<file path="src/rtl/sboom_rd_arbiter.sv">
// Round-robin arbiter sharing one AXI4 read channel (AR/R) among NREQ burst requesters.
// Optional beat/RLAST/RRESP/RID checking when RD_ARB_LAST_CHECK_EN is defined.
module sboom_rd_arbiter #(
  parameter int NREQ   = 3,
  parameter int ADDR_W = 32,
  parameter int DATA_W = 512,
  parameter int ID_W   = 4
) (
  input  logic                   clk,
  input  logic                   reset,
  input  logic [NREQ-1:0]        req_valid,
  output logic [NREQ-1:0]        req_ready,
  input  logic [NREQ*ADDR_W-1:0] req_addr,
  input  logic [NREQ*8-1:0]      req_len,
  output logic [NREQ-1:0]        rsp_valid,
  input  logic [NREQ-1:0]        rsp_ready,
  output logic [DATA_W-1:0]      rsp_data,
  output logic                   rsp_last,
  output logic                   busy,
  output logic                   err,
  output logic                   M00_AXI_ARVALID,
  output logic [ADDR_W-1:0]      M00_AXI_ARADDR,
  output logic [ID_W-1:0]        M00_AXI_ARID,
  output logic [7:0]             M00_AXI_ARLEN,
  output logic [2:0]             M00_AXI_ARSIZE,
  output logic [1:0]             M00_AXI_ARBURST,
  output logic                   M00_AXI_ARLOCK,
  output logic [3:0]             M00_AXI_ARCACHE,
  output logic [3:0]             M00_AXI_ARQOS,
  output logic [2:0]             M00_AXI_ARPROT,
  output logic [3:0]             M00_AXI_ARREGION,
  input  logic                   M00_AXI_ARREADY,
  input  logic                   M00_AXI_RVALID,
  input  logic [DATA_W-1:0]      M00_AXI_RDATA,
  input  logic [ID_W-1:0]        M00_AXI_RID,
  input  logic [1:0]             M00_AXI_RRESP,
  input  logic                   M00_AXI_RLAST,
  output logic                   M00_AXI_RREADY
);

  localparam int GW = (NREQ > 1) ? $clog2(NREQ) : 1;

  typedef enum logic [1:0] {IDLE, ADDR, DATA} state_e;

  state_e            state_q, state_d;
  logic [GW-1:0]     last_grant_q, last_grant_d;
  logic [GW-1:0]     grant_q, grant_d;
  logic [ADDR_W-1:0] addr_q, addr_d;
  logic [7:0]        len_q, len_d;

  logic              gnt_found;
  logic [GW-1:0]     gnt_idx;
  logic [GW-1:0]     cand;
  logic [ADDR_W-1:0] addr_sel;
  logic [7:0]        len_sel;
  logic              ar_hs;
  logic              r_hs;

  // Search starts just after the previous winner, so every requester is reached within NREQ grants.
  always_comb begin
    gnt_found = 1'b0;
    gnt_idx   = '0;
    cand      = '0;
    for (int unsigned k = 1; k <= NREQ; k++) begin
      cand = GW'((32'(last_grant_q) + k) % NREQ);
      if (!gnt_found && req_valid[cand]) begin
        gnt_found = 1'b1;
        gnt_idx   = cand;
      end
    end
    addr_sel = '0;
    len_sel  = '0;
    for (int unsigned i = 0; i < NREQ; i++) begin
      if (gnt_idx == GW'(i)) begin
        addr_sel = req_addr[i*ADDR_W +: ADDR_W];
        len_sel  = req_len[i*8 +: 8];
      end
    end
  end

  assign ar_hs = (state_q == ADDR) && M00_AXI_ARREADY;
  assign r_hs  = (state_q == DATA) && M00_AXI_RVALID && rsp_ready[grant_q];

  always_ff @(posedge clk) begin
    if (reset) begin
      state_q      <= IDLE;
      last_grant_q <= GW'(NREQ - 1);
      grant_q      <= '0;
      addr_q       <= '0;
      len_q        <= '0;
    end else begin
      state_q      <= state_d;
      last_grant_q <= last_grant_d;
      grant_q      <= grant_d;
      addr_q       <= addr_d;
      len_q        <= len_d;
    end
  end

  always_comb begin
    state_d      = state_q;
    last_grant_d = last_grant_q;
    grant_d      = grant_q;
    addr_d       = addr_q;
    len_d        = len_q;
    unique case (state_q)
      IDLE: begin
        if (gnt_found) begin
          grant_d = gnt_idx;
          addr_d  = addr_sel;
          len_d   = len_sel;
          state_d = ADDR;
        end
      end
      ADDR: begin
        if (ar_hs) state_d = DATA;
      end
      DATA: begin
        if (r_hs && M00_AXI_RLAST) begin
          state_d      = IDLE;
          last_grant_d = grant_q;
        end
      end
      default: state_d = IDLE;
    endcase
  end

  always_comb begin
    req_ready        = '0;
    rsp_valid        = '0;
    M00_AXI_ARVALID  = 1'b0;
    M00_AXI_RREADY   = 1'b0;
    busy             = (state_q != IDLE);
    if (state_q == IDLE && gnt_found) req_ready[gnt_idx] = 1'b1;
    if (state_q == ADDR) M00_AXI_ARVALID = 1'b1;
    if (state_q == DATA) begin
      M00_AXI_RREADY     = rsp_ready[grant_q];
      rsp_valid[grant_q] = M00_AXI_RVALID;
    end
    rsp_data         = M00_AXI_RDATA;
    rsp_last         = M00_AXI_RLAST;
    M00_AXI_ARADDR   = addr_q;
    M00_AXI_ARLEN    = len_q;
    M00_AXI_ARID     = ID_W'(grant_q);
    M00_AXI_ARSIZE   = 3'b110;
    M00_AXI_ARBURST  = 2'b01;
    M00_AXI_ARLOCK   = 1'b0;
    M00_AXI_ARCACHE  = '0;
    M00_AXI_ARQOS    = '0;
    M00_AXI_ARPROT   = '0;
    M00_AXI_ARREGION = '0;
  end

`ifdef RD_ARB_LAST_CHECK_EN
  logic [7:0] cnt_q, cnt_d;
  logic       err_q, err_d;

  // cnt_q counts beats already accepted, so the last beat must see cnt_q == len_q.
  always_comb begin
    cnt_d = cnt_q;
    err_d = err_q;
    if (ar_hs) begin
      cnt_d = '0;
    end else if (r_hs) begin
      cnt_d = cnt_q + 8'd1;
      if ((M00_AXI_RLAST && cnt_q != len_q) || (!M00_AXI_RLAST && cnt_q == len_q) ||
          (M00_AXI_RRESP != 2'b00) || (M00_AXI_RID != ID_W'(grant_q)))
        err_d = 1'b1;
    end
  end

  always_ff @(posedge clk) begin
    if (reset) begin
      cnt_q <= '0;
      err_q <= 1'b0;
    end else begin
      cnt_q <= cnt_d;
      err_q <= err_d;
    end
  end

  assign err = err_q;
`else
  logic unused_rsp_fields;
  assign unused_rsp_fields = ^{M00_AXI_RRESP, M00_AXI_RID};
  assign err = 1'b0;
`endif

endmodule
</file>
<file path="config.mk">
export PLATFORM = sky130hd
export DESIGN_NAME = sboom_rd_arbiter
export DESIGN_NICKNAME = d
export VERILOG_FILES = /design/src/rtl/sboom_rd_arbiter.sv
export SDC_FILE = /design/constraint.sdc
export NUM_CORES = 1
export LEC_CHECK = 0
export BUFFER_PORTS_ARGS = -buffer_cell sky130_fd_sc_hd__buf_2
export CAP_MARGIN = 20
export CORE_AREA = 4 4 476 478
export DETAILED_ROUTE_END_ITERATION = 10
export DIE_AREA = 0 0 480 482
export PLACE_DENSITY_LB_ADDON = 0.15
export REMOVE_ABC_BUFFERS = 1
export SLEW_MARGIN = 20
export SYNTH_ARGS = -nofsm -noshare
export SYNTH_HDL_FRONTEND = slang
export SYNTH_SLANG_ARGS = --single-unit
</file>
<file path="constraint.sdc">
create_clock -name clk -period 3.8 [get_ports clk]
set_clock_uncertainty 0.15 [all_clocks]
set_input_delay 0.95 -clock clk [delete_from_list [all_inputs] [get_ports clk]]
set_output_delay 0.95 -clock clk [all_outputs]
set_load 0.1 [all_outputs]
</file>
==> metrics.txt <==
fraction of layout cells with a size suffix above 1=0.426; Starting Density=0.0314; Async SR Flop Fraction=0; final hold vios=0; Routed WL=346000 um; final count of negative-setup-slack endpoints=0; die area=around 230000 um2; GRT Util Overall=0.288; Yosys Warn Count=0; area delta synth->final=14.9%; CP max-delay cell=dfxtp_2; die height=slightly below 500 um; Pleak=approximately 2.0 nW; post-synthesis simple-gate area fraction=0.125; Layout Nets=roughly 1.2k; crit path max fanout=7; clock input transition at the sequential cells of the worst setup and hold paths=0.12 ns; Hold-fix buffers, CTS=0; CP startpoint kind=flop; Period Utilization, post-route=0.952; overall power=0.00245 W; relative slew slack=0.469; Max Cap Viol=0; cells on worst reg2reg path=8; WL per Instance=between 90 and 100 um; EDFF count, synth=0; min cycle time layout=approximately 3.6 ns; root buf cell=clkbuf_16; die width=around 480 um; worst-case vdd ir drop=roughly 0.19 mV; maximum clock path buffer count=2; post-synthesis sequential area ratio=0.132; GRT overflow=0; Placement Setup Slack=0.189 ns; H-tree levels=2; crit path buf inv count=4; clk_lat worst skew=about 0.37 ns; CP arrival=around 2.5 ns; ys flop type=dfxtp_1; Syn Inst Count=between 800 and 900; core box area=222000 um2; Core Rows=173; most used cell, CP=buf_4; Fmax=between 200 and 300 MHz; vias in the first global route=between 5k and 6k; CTS Buf Count=5; Post-Syn Area=about 7000 um2; CP Class=reg2out; PwrDens=307 nW/um2; vias=approximately 7k; Clock Sink Count=46; Crit. path cell count=9; DP HPWL=approximately 340000 um; TritonCTS clock tree=yes; pin count of the biggest net entering global routing=a little over 50; I/O pins=approximately 1.2k; post-synthesis compound-gate area fraction=0.0915; fin worst setup slack=0.184 ns; Synth cell types=44; hold path cells=2; routability congestion estimate=between 1 and 1.5; initial antenna violation count=22; CP peak stage delay=between 0.3 and 0.4 ns; unrepaired setup endpoints after global routing=no; Synth Area per Inst=a little under 8 um2; vias per cell=2.00; Setup TNS=0 ns; outcome=completed; final slew viol count=0; 1st-iter DRT viols=719; Cell Chain, Critical Path=inv_1, ha_1, buf_4, nor2b_2, a32oi_4, a41o_2, nor4_2, buf_4, buf_12; first-pass GRT wire length=around 360000 um; mux share of post-synthesis cell area=0.0273; Worst Hold Slack=approximately 0.36 ns; DRC viols=0; Synth Area in Adders=0.00539; placed insts=approximately 3.5k; XOR/XNOR Fraction of Synth Area=0; Worst Path Required=around 2.7 ns; 1st-pass router iterations=5; fin cells=around 3.5k; Least-Margin Pin Slew=between 0.8 and 0.9 ns; # port buffers=approximately 180; Yosys reg bits=46; Largest delay share family, worst path=buffers and inverters; Post-DRT Antenna Nets=0; CP Capture Type=primary output; Worst Hold Class=reg2reg; main combinational cell family by area after synthesis=buffers and inverters
## tightest hold or removal path: cells and delay by family, from the launching register on
family        cells  cell delay (ns)
flops             1             0.34
simple gates      2             0.14
## power breakdown
group	internal [W]	switching (W)
Clock	0.000252	0.000384
Combinational	0.000209	0.00102
Sequential	0.000546	0.0000423
Total	0.00101	0.00145
## synth_stat cells (all sizes together), types with 2 or more instances
library cell / instances / area [um2]
o211ai: 41 / 308
nand2: 7 / 26.3
nand3b: 27 / 203
a311oi: 2 / 23.8
or2: 2 / 12.5
mux2i: 19 / 190
conb: 2 / 7.51
nand4: 53 / 338
o21ai: 3 / 15.0
nand3: 28 / 140
a21oi: 4 / 20.0
clkbuf: 14 / 53.8
buf: 560 / 4160
nor2b: 8 / 50.1
nor3: 4 / 20.0
nor2: 8 / 30.0
inv: 22 / 82.6
dfxtp: 46 / 921
ha: 3 / 37.5
o221ai: 15 / 138
nand2b: 2 / 15.0
## path summary, 6_finish.rpt
kind	startpoint	to	slack [ns]
min reg2reg	M00_AXI_ARLEN[6]	M00_AXI_ARLEN[6]	0.36
max	last_grant_q[0]	req_ready[0]	0.18
max reg2reg	last_grant_q[0]	M00_AXI_ARADDR[22]	0.60
min	M00_AXI_ARLEN[6]	M00_AXI_ARLEN[6]	0.36
## layer usage
layer  vias to the layer above  track usage  part of all wire
met5                         -        0.212             0.020
met4                        74        0.172             0.076
met3                       201        0.447              0.32
met2                      2349        0.534              0.52
met1                      2692       0.0468             0.062
li1                       1745            -                 -
## kinds of logic (layout without fill, tap and decap cells)
kind of cell	count (synthesis)	after routing
buffers and inverters	596	242
AND/OR/NAND/NOR	144	144
AO/OA/AOI/OAI	76	76
flip-flops	46	46
multiplexers	19	19
adder cells (fa/ha/maj)	3	3
other	2	28
## stage by stage
stage	instance area [um2]	util
global placement	7800	0.0352
global route	7990	0.0360
CTS	7970	0.0359
floorplan	2830	-
detailed placement	7800	0.0352
finish	8000	0.0361
## area by class of cell
class                   instances  area (um2)
inverters                      22        82.6
diodes                          4        10.0
flip-flops and latches         46         922
multi-input cells             266        1910
clock inverters                 3        23.8
clock buffers                   5         125
fillers                     26500      214000
well taps                    2975        3720
repair buffers                212        1210
## what timing repair did
item                                   CTS  global route
buffers inserted                         2             0
setup endpoints to repair                2             3
pin swaps                                1             0
resized for setup                        0             5
endpoints found under the hold margin    0             0
## cells in the final DEF, fill, tap and decap left out, types with 14 or more instances in the layout
cell type    n
buf_2      179
nand4_1     52
dfxtp_1     45
o211ai_1    41
nand3_1     28
buf_4       28
nand3b_1    27
conb_1      24
inv_1       22
mux2i_1     19
o221ai_1    14
## registers in the layout, summed over array words and instances (netlist names)
signal and cells:
state_q 2, M00_AXI_ARADDR 32, grant_q 2, last_grant_q 2, M00_AXI_ARLEN 8
No activity file was read; power rests on OpenSTA's default activity.
